[src/rtl/reg_file_mp_if.sv]
// Decoder/ALU-facing bundle of the multi-port register file.
// The master side drives addresses, write requests and flag updates.
interface reg_file_mp_if #(
  parameter int unsigned DATA_W = 32,
  parameter int unsigned ADDR_W = 3,
  parameter int unsigned NUM_RD = 2
);
  logic [NUM_RD*ADDR_W-1:0] rd_addr;
  logic [NUM_RD*DATA_W-1:0] rd_data;
  logic                     wr_en;
  logic [ADDR_W-1:0]        wr_addr;
  logic                     wr_sel;
  logic [DATA_W-1:0]        wr_data_alu;
  logic [DATA_W-1:0]        wr_data_id;
  logic [1:0]               wr_mode;
  logic                     cpsr_wr_en;
  logic [3:0]               cpsr_wr_mask;
  logic [3:0]               cpsr_wr_data;
  logic [3:0]               cpsr;
  logic                     clr_all;
  logic                     busy;
  logic                     wr_drop;

  modport master (
    output rd_addr, wr_en, wr_addr, wr_sel, wr_data_alu, wr_data_id, wr_mode,
    output cpsr_wr_en, cpsr_wr_mask, cpsr_wr_data, clr_all,
    input  rd_data, cpsr, busy, wr_drop
  );

  modport slave (
    input  rd_addr, wr_en, wr_addr, wr_sel, wr_data_alu, wr_data_id, wr_mode,
    input  cpsr_wr_en, cpsr_wr_mask, cpsr_wr_data, clr_all,
    output rd_data, cpsr, busy, wr_drop
  );
endinterface

[src/rtl/reg_file_mp.sv]
// Parametrised multi-read-port register file with half-word write modes,
// write-to-read bypass, masked NZCV flags and a multi-cycle clear-all sweep.
module reg_file_mp #(
  parameter int unsigned DATA_W = 32,
  parameter int unsigned ADDR_W = 3,
  parameter int unsigned NUM_RD = 2,
  parameter bit          BYPASS = 1'b1
) (
  input logic          clk,
  input logic          rst,
  reg_file_mp_if.slave bus
);
  localparam int NUM_REGS = 2 ** ADDR_W;
  localparam int H        = DATA_W / 2;

  typedef enum logic {StIdle, StSweep} state_e;

  state_e            state_q;
  logic [ADDR_W-1:0] cnt_q;
  logic              busy_q;
  logic              wr_drop_q;
  logic [3:0]        cpsr_q;
  logic [DATA_W-1:0] regs_q [NUM_REGS];

  logic [DATA_W-1:0]        src;
  logic [H-1:0]             old_lo;
  logic [DATA_W-1:0]        merged;
  logic                     wr_fire;
  logic [NUM_RD*DATA_W-1:0] rd_data_c;

  assign src     = bus.wr_sel ? bus.wr_data_id : bus.wr_data_alu;
  assign old_lo  = regs_q[bus.wr_addr][H-1:0];
  assign wr_fire = bus.wr_en && !busy_q;

  always_comb begin
    merged = '0;
    unique case (bus.wr_mode)
      2'b00: merged = src;
      2'b01: merged = {{(DATA_W-H){1'b0}}, src[H-1:0]};
      2'b10: merged = {src[H-1:0], old_lo};
      2'b11: merged = '0;
      default: merged = '0;
    endcase
  end

  // Forwarding is suppressed while sweeping because wr_fire is gated by busy.
  always_comb begin
    rd_data_c = '0;
    for (int k = 0; k < NUM_RD; k++) begin
      if (BYPASS && wr_fire && (bus.rd_addr[k*ADDR_W +: ADDR_W] == bus.wr_addr)) begin
        rd_data_c[k*DATA_W +: DATA_W] = merged;
      end else begin
        rd_data_c[k*DATA_W +: DATA_W] = regs_q[bus.rd_addr[k*ADDR_W +: ADDR_W]];
      end
    end
  end

  always_ff @(posedge clk) begin
    if (rst) begin
      state_q   <= StIdle;
      cnt_q     <= '0;
      busy_q    <= 1'b0;
      wr_drop_q <= 1'b0;
      cpsr_q    <= '0;
      for (int i = 0; i < NUM_REGS; i++) begin
        regs_q[i] <= '0;
      end
    end else begin
      if (bus.cpsr_wr_en) begin
        cpsr_q <= (cpsr_q & ~bus.cpsr_wr_mask) | (bus.cpsr_wr_data & bus.cpsr_wr_mask);
      end
      wr_drop_q <= 1'b0;
      unique case (state_q)
        StIdle: begin
          if (bus.wr_en) begin
            regs_q[bus.wr_addr] <= merged;
          end
          if (bus.clr_all) begin
            state_q <= StSweep;
            cnt_q   <= '0;
            busy_q  <= 1'b1;
          end
        end
        StSweep: begin
          regs_q[cnt_q] <= '0;
          cnt_q         <= cnt_q + 1'b1;
          wr_drop_q     <= bus.wr_en;
          if (cnt_q == '1) begin
            state_q <= StIdle;
            busy_q  <= 1'b0;
          end
        end
        default: state_q <= StIdle;
      endcase
    end
  end

  assign bus.rd_data = rd_data_c;
  assign bus.cpsr    = cpsr_q;
  assign bus.busy    = busy_q;
  assign bus.wr_drop = wr_drop_q;
endmodule

[src/flat_wrapper.sv]
// flat-port wrapper written by rule: the top's interface ports become plain ports
module reg_file_mp_flat 
#(
  parameter int unsigned DATA_W = 32,
  parameter int unsigned ADDR_W = 3,
  parameter int unsigned NUM_RD = 2,
  parameter bit          BYPASS = 1'b1
)
  (clk, rst, bus_rd_addr, bus_wr_en, bus_wr_addr, bus_wr_sel, bus_wr_data_alu, bus_wr_data_id, bus_wr_mode, bus_cpsr_wr_en, bus_cpsr_wr_mask, bus_cpsr_wr_data, bus_clr_all, bus_rd_data, bus_cpsr, bus_busy, bus_wr_drop);
  reg_file_mp_if #(.DATA_W(DATA_W), .ADDR_W(ADDR_W), .NUM_RD(NUM_RD)) bus_i ();
  input logic clk;
  input logic rst;
  input wire logic [$bits(bus_i.rd_addr)-1:0] bus_rd_addr;
  input wire logic [$bits(bus_i.wr_en)-1:0] bus_wr_en;
  input wire logic [$bits(bus_i.wr_addr)-1:0] bus_wr_addr;
  input wire logic [$bits(bus_i.wr_sel)-1:0] bus_wr_sel;
  input wire logic [$bits(bus_i.wr_data_alu)-1:0] bus_wr_data_alu;
  input wire logic [$bits(bus_i.wr_data_id)-1:0] bus_wr_data_id;
  input wire logic [$bits(bus_i.wr_mode)-1:0] bus_wr_mode;
  input wire logic [$bits(bus_i.cpsr_wr_en)-1:0] bus_cpsr_wr_en;
  input wire logic [$bits(bus_i.cpsr_wr_mask)-1:0] bus_cpsr_wr_mask;
  input wire logic [$bits(bus_i.cpsr_wr_data)-1:0] bus_cpsr_wr_data;
  input wire logic [$bits(bus_i.clr_all)-1:0] bus_clr_all;
  output wire logic [$bits(bus_i.rd_data)-1:0] bus_rd_data;
  output wire logic [$bits(bus_i.cpsr)-1:0] bus_cpsr;
  output wire logic [$bits(bus_i.busy)-1:0] bus_busy;
  output wire logic [$bits(bus_i.wr_drop)-1:0] bus_wr_drop;
  assign bus_i.rd_addr = bus_rd_addr;
  assign bus_i.wr_en = bus_wr_en;
  assign bus_i.wr_addr = bus_wr_addr;
  assign bus_i.wr_sel = bus_wr_sel;
  assign bus_i.wr_data_alu = bus_wr_data_alu;
  assign bus_i.wr_data_id = bus_wr_data_id;
  assign bus_i.wr_mode = bus_wr_mode;
  assign bus_i.cpsr_wr_en = bus_cpsr_wr_en;
  assign bus_i.cpsr_wr_mask = bus_cpsr_wr_mask;
  assign bus_i.cpsr_wr_data = bus_cpsr_wr_data;
  assign bus_i.clr_all = bus_clr_all;
  assign bus_rd_data = bus_i.rd_data;
  assign bus_cpsr = bus_i.cpsr;
  assign bus_busy = bus_i.busy;
  assign bus_wr_drop = bus_i.wr_drop;
  reg_file_mp #(.DATA_W(DATA_W), .ADDR_W(ADDR_W), .NUM_RD(NUM_RD), .BYPASS(BYPASS)) u_core (.clk(clk), .rst(rst), .bus(bus_i));
endmodule
[config.mk]
export PLATFORM = sky130hd
export DESIGN_NAME = reg_file_mp_flat
export DESIGN_NICKNAME = d
export VERILOG_FILES = /design/src/rtl/reg_file_mp_if.sv /design/src/rtl/reg_file_mp.sv /design/src/flat_wrapper.sv
export SDC_FILE = /design/constraint.sdc
export NUM_CORES = 1
export LEC_CHECK = 0
export BUFFER_PORTS_ARGS = -buffer_cell sky130_fd_sc_hd__buf_2
export CAP_MARGIN = 15
export CORE_MARGIN = 5
export CORE_UTILIZATION = 47
export DETAILED_ROUTE_END_ITERATION = 8
export GPL_TIMING_DRIVEN = 0
export PLACE_DENSITY_LB_ADDON = 0.05
export SLEW_MARGIN = 5
export SYNTH_ARGS = -nofsm -noshare
export SYNTH_HDL_FRONTEND = slang
export SYNTH_SLANG_ARGS = --single-unit
[constraint.sdc]
create_clock -name clk -period 2.5 [get_ports clk]
set_input_delay 0.125 -clock clk [delete_from_list [all_inputs] [get_ports clk]]
set_output_delay 0.125 -clock clk [all_outputs]
set_load 0.03 [all_outputs]
Word-level counts from Yosys, hierarchy flattened. Memory sizes are Yosys's and may differ from the RTL's. Cells that the tools add are included.

Add/sub/neg operators: 1. Eq/ne operators: 8. Mux-type cells: 27. Bitwise gates (word level): 5. Reductions and logical operators: 9.

Operator list (number): $mux 32 (5); $pmux 32 s4 (1); $reduce_or 32->1 (2); $mux 1 (15); $mux 3 (3); $and 4x4->4 (2); $eq 3x3->1 (2); $pmux 3 s2 (1); $eq 2x2->1 const B (2); $ne 2x2->1 const B (2); $not 4->4 (1); $or 4x4->4 (1); $pmux 1 s2 (2); $add 3x1->3 const B (1); $eq 3x3->1 const B (1); $logic_and 1x1->1 (3); $eq 2x1->1 const B (1); $logic_not 2->1 (1); $reduce_and 2->1 (1); $reduce_or 2->1 (1); $logic_not 1->1 (1); $not 1->1 (1).

Register bits after elaboration: 10. RAM bits: 256. Memories: 1.

Memory list: u_core.regs_q (words 8, width 32, read ports 3, clocked after Yosys merged registers in 0, write ports 8, line reg_file_mp.sv:23) `logic [DATA_W-1:0] regs_q [NUM_REGS];`.

Longest topological paths before layout. Gate-level depths: netlist of run 1.

Depth after elaboration: 7. Depth in mapped cells: 8. Depth with buffers taken out: 5.

Worst setup path after synthesis of run 1. No wires, ideal clock.

Path type: input-to-reg. From: in bus_wr_addr[0]. To: mem u_core.regs_q[6][0], enable pin. Setup time: 0.390 ns. Arrival: 2.153 ns. Data required time: 2.110 ns. Path slack: -0.042 ns. Stages: 6. Buffers on the path: 2. Cell sequence: buf_6 -> buf_6 -> or3b_4 -> a21oi_4 -> nand2_2 -> or2b_1.

RTL lines: start: declaration (line flat_wrapper.sv:15) `input wire logic [$bits(bus_i.wr_addr)-1:0] bus_wr_addr;`; end: declaration (line reg_file_mp.sv:23).

Worst setup path in the final report of run 1.
From: in bus_rd_addr[2]. To: out bus_rd_data[14].

Word-level cells in the longest chain between the ends: 3.

Ends and longest elaborated chain: start: declaration (line flat_wrapper.sv:13) `input wire logic [$bits(bus_i.rd_addr)-1:0] bus_rd_addr;`; parallel branches: the longest is 2 deep, another holds $mem_v2 8x32; $mux 32 (*) (line reg_file_mp.sv:50) `if (BYPASS && wr_fire && (bus.rd_addr[k*ADDR_W +: ADDR_W] == bus.wr_addr)) begin`; end: declaration (line flat_wrapper.sv:24) `output wire logic [$bits(bus_i.rd_data)-1:0] bus_rd_data;`.

Every way passes the cells marked *.

==> results.ini, run 1 <==
[setup_path]
cp.arrival_ps = 2370
startpoint_type = input port
max_stage_delay_ps = 690
critPathKind = input port to output port
cp_cell_sequence = buf_2 -> clkbuf_1 -> clkbuf_1 -> a211oi_1 -> a21oi_2 -> buf_2
cp_max_fo = 10
critPathRequiredTime_ps = 2380
critPathSlowestCell = clkbuf_1
end_kind = output port

[detailed_routing]
totalWireLength_mm = 57.0
drtIter0Drc = 1553
viasPerCell = 6.39
dr.pass1.iters = 5
post-route-drc-count = 0
ant_nets = 0
wire_per_inst_um = 30.2
vias = 12100

[placement]
globalplace.congestion = 0.889
placement.io_buffers = 154
hpwl_mm = 37.3

[synth]
syn_avg_cell_area_um2 = 13.0
synth.cells.most_frequent = nor2_1 (278), edfxtp_1 (256), mux4_2 (143)
ys_seq_area_share_pct = 50.4
synth.most_common_cell = nor2_1
ys_ff_latch = 266
synth_edf_count = 256
synthTopCellsByArea = edfxtp_1 (49%), mux4_2 (21%), nor2_1 (6.7%), mux2i_1 (6.1%), a211oi_1 (1.5%)
synthesis.area_um2 = 15600
netlist_instances = 1204
async_flop_share_pct = 0
yosys.area.top_type = edfxtp_1
yosys_warnings = 0
synthFlopType = edfxtp_1
synth_nets = 1295
synth.distinct_cells = 40
synth_top_area_share_pct = 49.2

[final_layout]
num-fill-cells = 2794
drive_above_1_share_pct = 32.9
nets = 1513
syn_to_final_growth_pct = 19.5

[timing]
fin_crit_ps = 2490
final-setup-viol-count = 0
period_share_pct = 99.7
worst_pin_slew_ps = 937
finalClockSkew_ps = 11.1
rsz0062_at_grt = true
drv_slew = 0
holdWs_ps = 308
relSlewSlack_pct = 37.6
max_freq_mhz = 401
finalHoldViolCount = 0

[flow_run]
maxCapViolCount = 0

[die]
dieArea_um2 = 37000
io_pins = 159
die_h_um = 192
initial_core_util_pct = 47.8
core_um2 = 32700
dieWidth_um = 192
std_cell_rows = 66

[global_routing]
grt_first_pass_wirelength_mm = 80.8
grt_pass1_vias = 12000
groute.usage.overall_pct = 30.4
grt_overflow = 0
antenna_found_initial = 0
grt_max_degree = 33

[cts]
cts.clk_slew.worst_paths_ps = 60
clock_latency_ps = 560
cts_tree = done
clock_sinks = 266
cts-htree-levels = 1
cts_root_buf = clkbuf_16
clockBufferDepth = 3
cts_made_buffers = 30

[power]
ir_worst_vdd_uv = 529
p_total_mw = 12.0
power.leakage_nw = 6.93
p_per_area_nw_per_um2 = 641

[min_path]
worst_hold_path_type = input port to flip-flop

[outcome]
status = finished clean

layer usage:
layer,up-vias,share of wire [%],track usage [%]
met1,6097,39,42.4
met5,-,0,0
met3,109,12,5.86
met2,792,47,49.1
li1,5075,-,-
met4,0,2.8,8.37
layout by cell type (no fill, tap or decap), types with 7 or more instances in the layout:
| cell type | instances |
|---|---|
| a211oi_1 | 32 |
| a21oi_1 | 37 |
| a22o_1 | 8 |
| a22oi_1 | 10 |
| a31oi_4 | 10 |
| buf_12 | 7 |
| buf_2 | 162 |
| buf_4 | 43 |
| buf_6 | 7 |
| clkbuf_1 | 36 |
| clkbuf_16 | 31 |
| clkbuf_2 | 15 |
| clkbuf_4 | 7 |
| dfxtp_1 | 10 |
| dlygate4sd3_1 | 14 |
| edfxtp_1 | 256 |
| mux2i_1 | 96 |
| mux4_2 | 143 |
| nand2_1 | 61 |
| nand2b_1 | 13 |
| nand2b_4 | 10 |
| nand3_1 | 8 |
| nor2_1 | 277 |
| nor2b_1 | 36 |
| o21ai_0 | 31 |
| o22ai_1 | 16 |
path summary, 6_finish.rpt:
kind / start / to / slack [ps] / depth (start not counted)
worst max-delay path: bus_rd_addr[2] / bus_rd_data[14] / 7 / 6
worst max register to register: u_core.state_q / u_core.regs_q[6][1] / 70 / 4
worst min register to register: u_core.cnt_q[0] / u_core.cnt_q[0] / 500 / 2
worst min-delay path: bus_wr_mode[1] / u_core.regs_q[7][0] / 310 / 3
kinds of logic (layout without fill, tap and decap cells):
family	count (synthesis)	after routing	share of synthesized area, %
compound gates	158	158	6.87
xor+xnor	6	6	0.336
buf+inv	106	344	3.26
flops	266	266	50.4
mux	240	240	26.9
other cells	0	1	0
fa+ha+maj	2	2	0.160
simple gates	426	430	12.0
registers in the layout, summed over array words and instances, names as in the netlist, named ones only:
signal and count:
u_core.bus.busy 1, u_core.bus.wr_drop 1, u_core.cnt_q 3, u_core.state_q 1, u_core.regs_q 256
per-stage QoR:
| stage | area (um^2) | setup WS (ps) | setup TNS, ps | std cells | utilization (%) |
|---|---|---|---|---|---|
| after floorplan | 15600 | 88.9 | 0 | 1204 | - |
| after global placement | 17000 | -1640 | -381710 | 1800 | 51.9 |
| after detailed placement | 17100 | -917 | -235250 | 1804 | 52.2 |
| after CTS | 18500 | -187 | -7610 | 1876 | 56.6 |
| after global routing | 18700 | -9.32 | -15.0 | 1888 | 57.1 |
| final | 18700 | 7.22 | 0 | 1889 | 57.1 |
critical path: cells and delay by family:
| family | cells | cell delay (ps) |
|---|---|---|
| buffers and inverters | 4 | 1750 |
| AO/OA/AOI/OAI | 2 | 480 |
what timing repair did:
| item | CTS | global route |
|---|---|---|
| resized for setup | 77 | 40 |
| pin swaps | 3 | 7 |
| setup buffers | 7 | 11 |
| hold buffers | 14 | 0 |
| gates cloned | 3 | 1 |
| endpoints found under the hold margin | 10 | 0 |
| setup endpoints to repair | 438 | 265 |
cell type report:
type | instances | area (um^2) | share of cell area, %
buffer | 96 | 598 | 3.20
timing repair buffer | 190 | 1180 | 6.32
clock buffer | 45 | 858 | 4.59
multi-input combinational | 836 | 7490 | 40.1
sequential | 266 | 7890 | 42.2
antenna | 1 | 2.50 | 0.0134
tap | 442 | 553 | 2.96
inverter | 2 | 7.51 | 0.0402
clock inverter | 11 | 101 | 0.542
power breakdown:
part           switching, mW  total, mW  internal (mW)
clock                   1.81       4.37           2.56
sequential             0.118       5.22           5.10
combinational           1.49       2.38          0.888
Power figures use the tool's default switching activity.
==> run 2, diff against run 1 <==
- BUFFER_PORTS_ARGS: -buffer_cell sky130_fd_sc_hd__buf_2 -> -buffer_cell sky130_fd_sc_hd__buf_4
- PLACE_DENSITY: not set -> 0.75
- PLACE_DENSITY_LB_ADDON: 0.05 -> not set
- SETUP_SLACK_MARGIN: not set -> 0.3
==> run 2 against run 1 <==
- flip-flop and latch count unchanged
- highest routed layer unchanged
- power up 5.9%
- global-route usage up 0.98 points
- largest power group unchanged
- count of clock-buffer cells in the layout down 13
- cell count up 5.4%
- die area unchanged
- critical endpoint is now bus_rd_data[44]
- critical path depth unchanged
- sequential power about the same
- combinational power up 29%
- design area up 13%
- clock skew up 2.0 ps
==> results.ini, run 2 (same netlist as run 1, synthesis figures left out) <==
[global_routing]
grt_overflow = 0  ; unchanged
grt_pass1_vias = 13400  ; +12%
grt_first_pass_wirelength_mm = 85.0  ; +5.2%
groute.usage.overall_pct = 31.3  ; +0.98 points
grt_max_degree = 18  ; -45%
antenna_found_initial = 0  ; unchanged

[detailed_routing]
drtIter0Drc = 2391  ; +54%
ant_nets = 0  ; unchanged
totalWireLength_mm = 61.2  ; +7.4%
dr.pass1.iters = 6  ; +1
vias = 13400  ; +11%
viasPerCell = 6.74  ; +5.5%
wire_per_inst_um = 30.7  ; +1.9%
post-route-drc-count = 0  ; unchanged

[final_layout]
seq_area_um2 = 7890  ; about the same
syn_to_final_growth_pct = 35.3
layout_commonest_cell = nor2_1
multi_input_area_um2 = 8120  ; +8.3%
drive_above_1_share_pct = 45.1  ; +12 points
largest-register = u_core.regs_q
nets = 1618  ; +6.9%
diodes = 0  ; -1
num-fill-cells = 2264  ; -19%
fin_cells = 1991  ; +5.4%
biggestRegsByFlops = u_core.regs_q (256), u_core.cnt_q (3)
final_cell_mix = nor2_1 (274), edfxtp_1 (256), buf_4 (195), mux4_2 (144), mux2i_1 (91)
largest_register_ffs = 256  ; unchanged

[die]
initial_core_util_pct = 47.8  ; unchanged
die_h_um = 192  ; unchanged
core_um2 = 32700  ; unchanged
std_cell_rows = 66  ; unchanged
dieArea_um2 = 37000  ; unchanged
io_pins = 159  ; unchanged
dieWidth_um = 192  ; unchanged

[timing]
worst_slack_ps = 184  ; +177 ps
final-setup-viol-count = 0  ; unchanged
period_share_pct = 92.6  ; -7.1 points
fin_crit_ps = 2320  ; -177 ps
worst_pin_slew_ps = 1050  ; +109 ps
relSlewSlack_pct = 30.3  ; -7.3 points
finalClockSkew_ps = 13.2  ; +2.04 ps
max_freq_mhz = 432  ; +7.6%
finalHoldViolCount = 0  ; unchanged
drv_slew = 0  ; unchanged
holdWs_ps = 317  ; +8.92 ps
rsz0062_at_grt = true

[cts]
cts_root_buf = clkbuf_16
cts.clk_slew.worst_paths_ps = 70  ; about the same
cts_made_buffers = 28  ; -6.7%
clock_latency_ps = 570  ; about the same
clock_sinks = 266  ; unchanged
cts-htree-levels = 1  ; unchanged
clockBufferDepth = 3  ; unchanged
cts_tree = done

[placement]
globalplace.congestion = 0.913  ; +2.7%
placement.io_buffers = 154  ; unchanged
pre_cts_ws_ps = -644  ; +273 ps
place_inst = 1800  ; -0.22%
hpwl_mm = 36.5  ; -2.3%

[setup_path]
startpoint_type = flip-flop
end_kind = output port
cp.arrival_ps = 2190  ; -180 ps
cp_max_fo = 3  ; -7
critPathRequiredTime_ps = 2380  ; about the same
critPathKind = flip-flop to output port

[power]
p_clk_share_pct = 34.5  ; -2.0 points
power_frac_comb_pct = 24.2  ; +4.3 points
p_per_area_nw_per_um2 = 600  ; -6.4%
p_int_mw = 8.96  ; +4.9%
p_switching_mw = 3.72  ; +8.6%
ir_worst_vdd_uv = 506  ; -4.4%
seq_power_share_pct = 41.3  ; -2.3 points
p_total_mw = 12.7  ; +5.9%
switching_share_pct = 29.3  ; +0.72 points
power.leakage_nw = 7.99  ; +15%

[min_path]
worst_hold_path_type = input port to flip-flop

[flow_run]
maxCapViolCount = 0  ; unchanged

[outcome]
status = finished clean

run 2: cell count changes in the layout (fill, tap and decap cells not counted), sizes merged:
cell	previous run	this run
buf	220	316
nand2b	24	28
diode	1	0
clkbuf	94	88
bufinv	2	4
inv	3	2
clkinv	8	14
clkinvlp	0	2
run 2: path summary, 6_finish.rpt:
kind | slack, ps | startpoint | endpoint | cells after the start
worst max register to register | 230 | u_core.state_q | u_core.regs_q[4][31] | 6
worst max-delay path | 180 | u_core.regs_q[2][12] | bus_rd_data[44] | 6
worst min-delay path | 320 | bus_wr_addr[1] | u_core.regs_q[4][4] | 5
worst min register to register | 600 | u_core.bus.busy | u_core.bus.busy | 3
run 2: cell type report:
class	count	share of cell area [%]
plain buffers	104	4.06
well taps	442	2.62
clock inverters	20	0.976
clock buffers	32	3.48
inverters	2	0.0355
flip-flops and latches	266	37.3
repair buffers	285	13.1
multi-input cells	840	38.4
run 2: per-layer routing:
metal / wire length [um] / global-route usage (%) / vias up
met3: 9140 / 9.48 / 303
li1: - / - / 5279
met1: 19200 / 38.9 / 6564
met2: 28900 / 49.8 / 1273
met5: 0 / 0.275 / -
met4: 3970 / 16.4 / 0
run 2: power groups by stage:
| stage | combinational [mW] | clock [mW] | sequential, mW |
|---|---|---|---|
| 2_1_floorplan | 1.45 | 0 | 5.27 |
| 3_5_place_dp | 2.29 | 0 | 5.32 |
| 4_1_cts | 2.75 | 4.32 | 5.21 |
| 5_1_grt | 3.15 | 4.54 | 5.25 |
| 6_report | 3.06 | 4.38 | 5.24 |
| 3_3_place_gp | 2.26 | 0 | 5.29 |
run 2: worst max-delay path: stages (launching register included):
cell	delay, ps
edfxtp_1	440
mux4_2	540
nor2_1	130
o32a_1	160
clkbuf_8	150
a21oi_2	60
buf_6	150
run 2: what timing repair did:
action | in CTS | in global routing
endpoints found under the setup margin | 445 | 349
setup buffers | 76 | 35
pin swaps | 35 | 24
gates resized for setup | 242 | 128
cloned | 10 | 4
hold endpoints to repair | 10 | 0
hold buffers | 14 | 0
run 2: metrics by stage:
stage	util (%)	TNS (ps)	area, um^2
CTS	62.0	0	20300
floorplan	-	0	15700
global placement	53.1	-145710	17400
finish	64.7	0	21100
detailed placement	53.2	-147250	17400
global route	64.7	0	21100
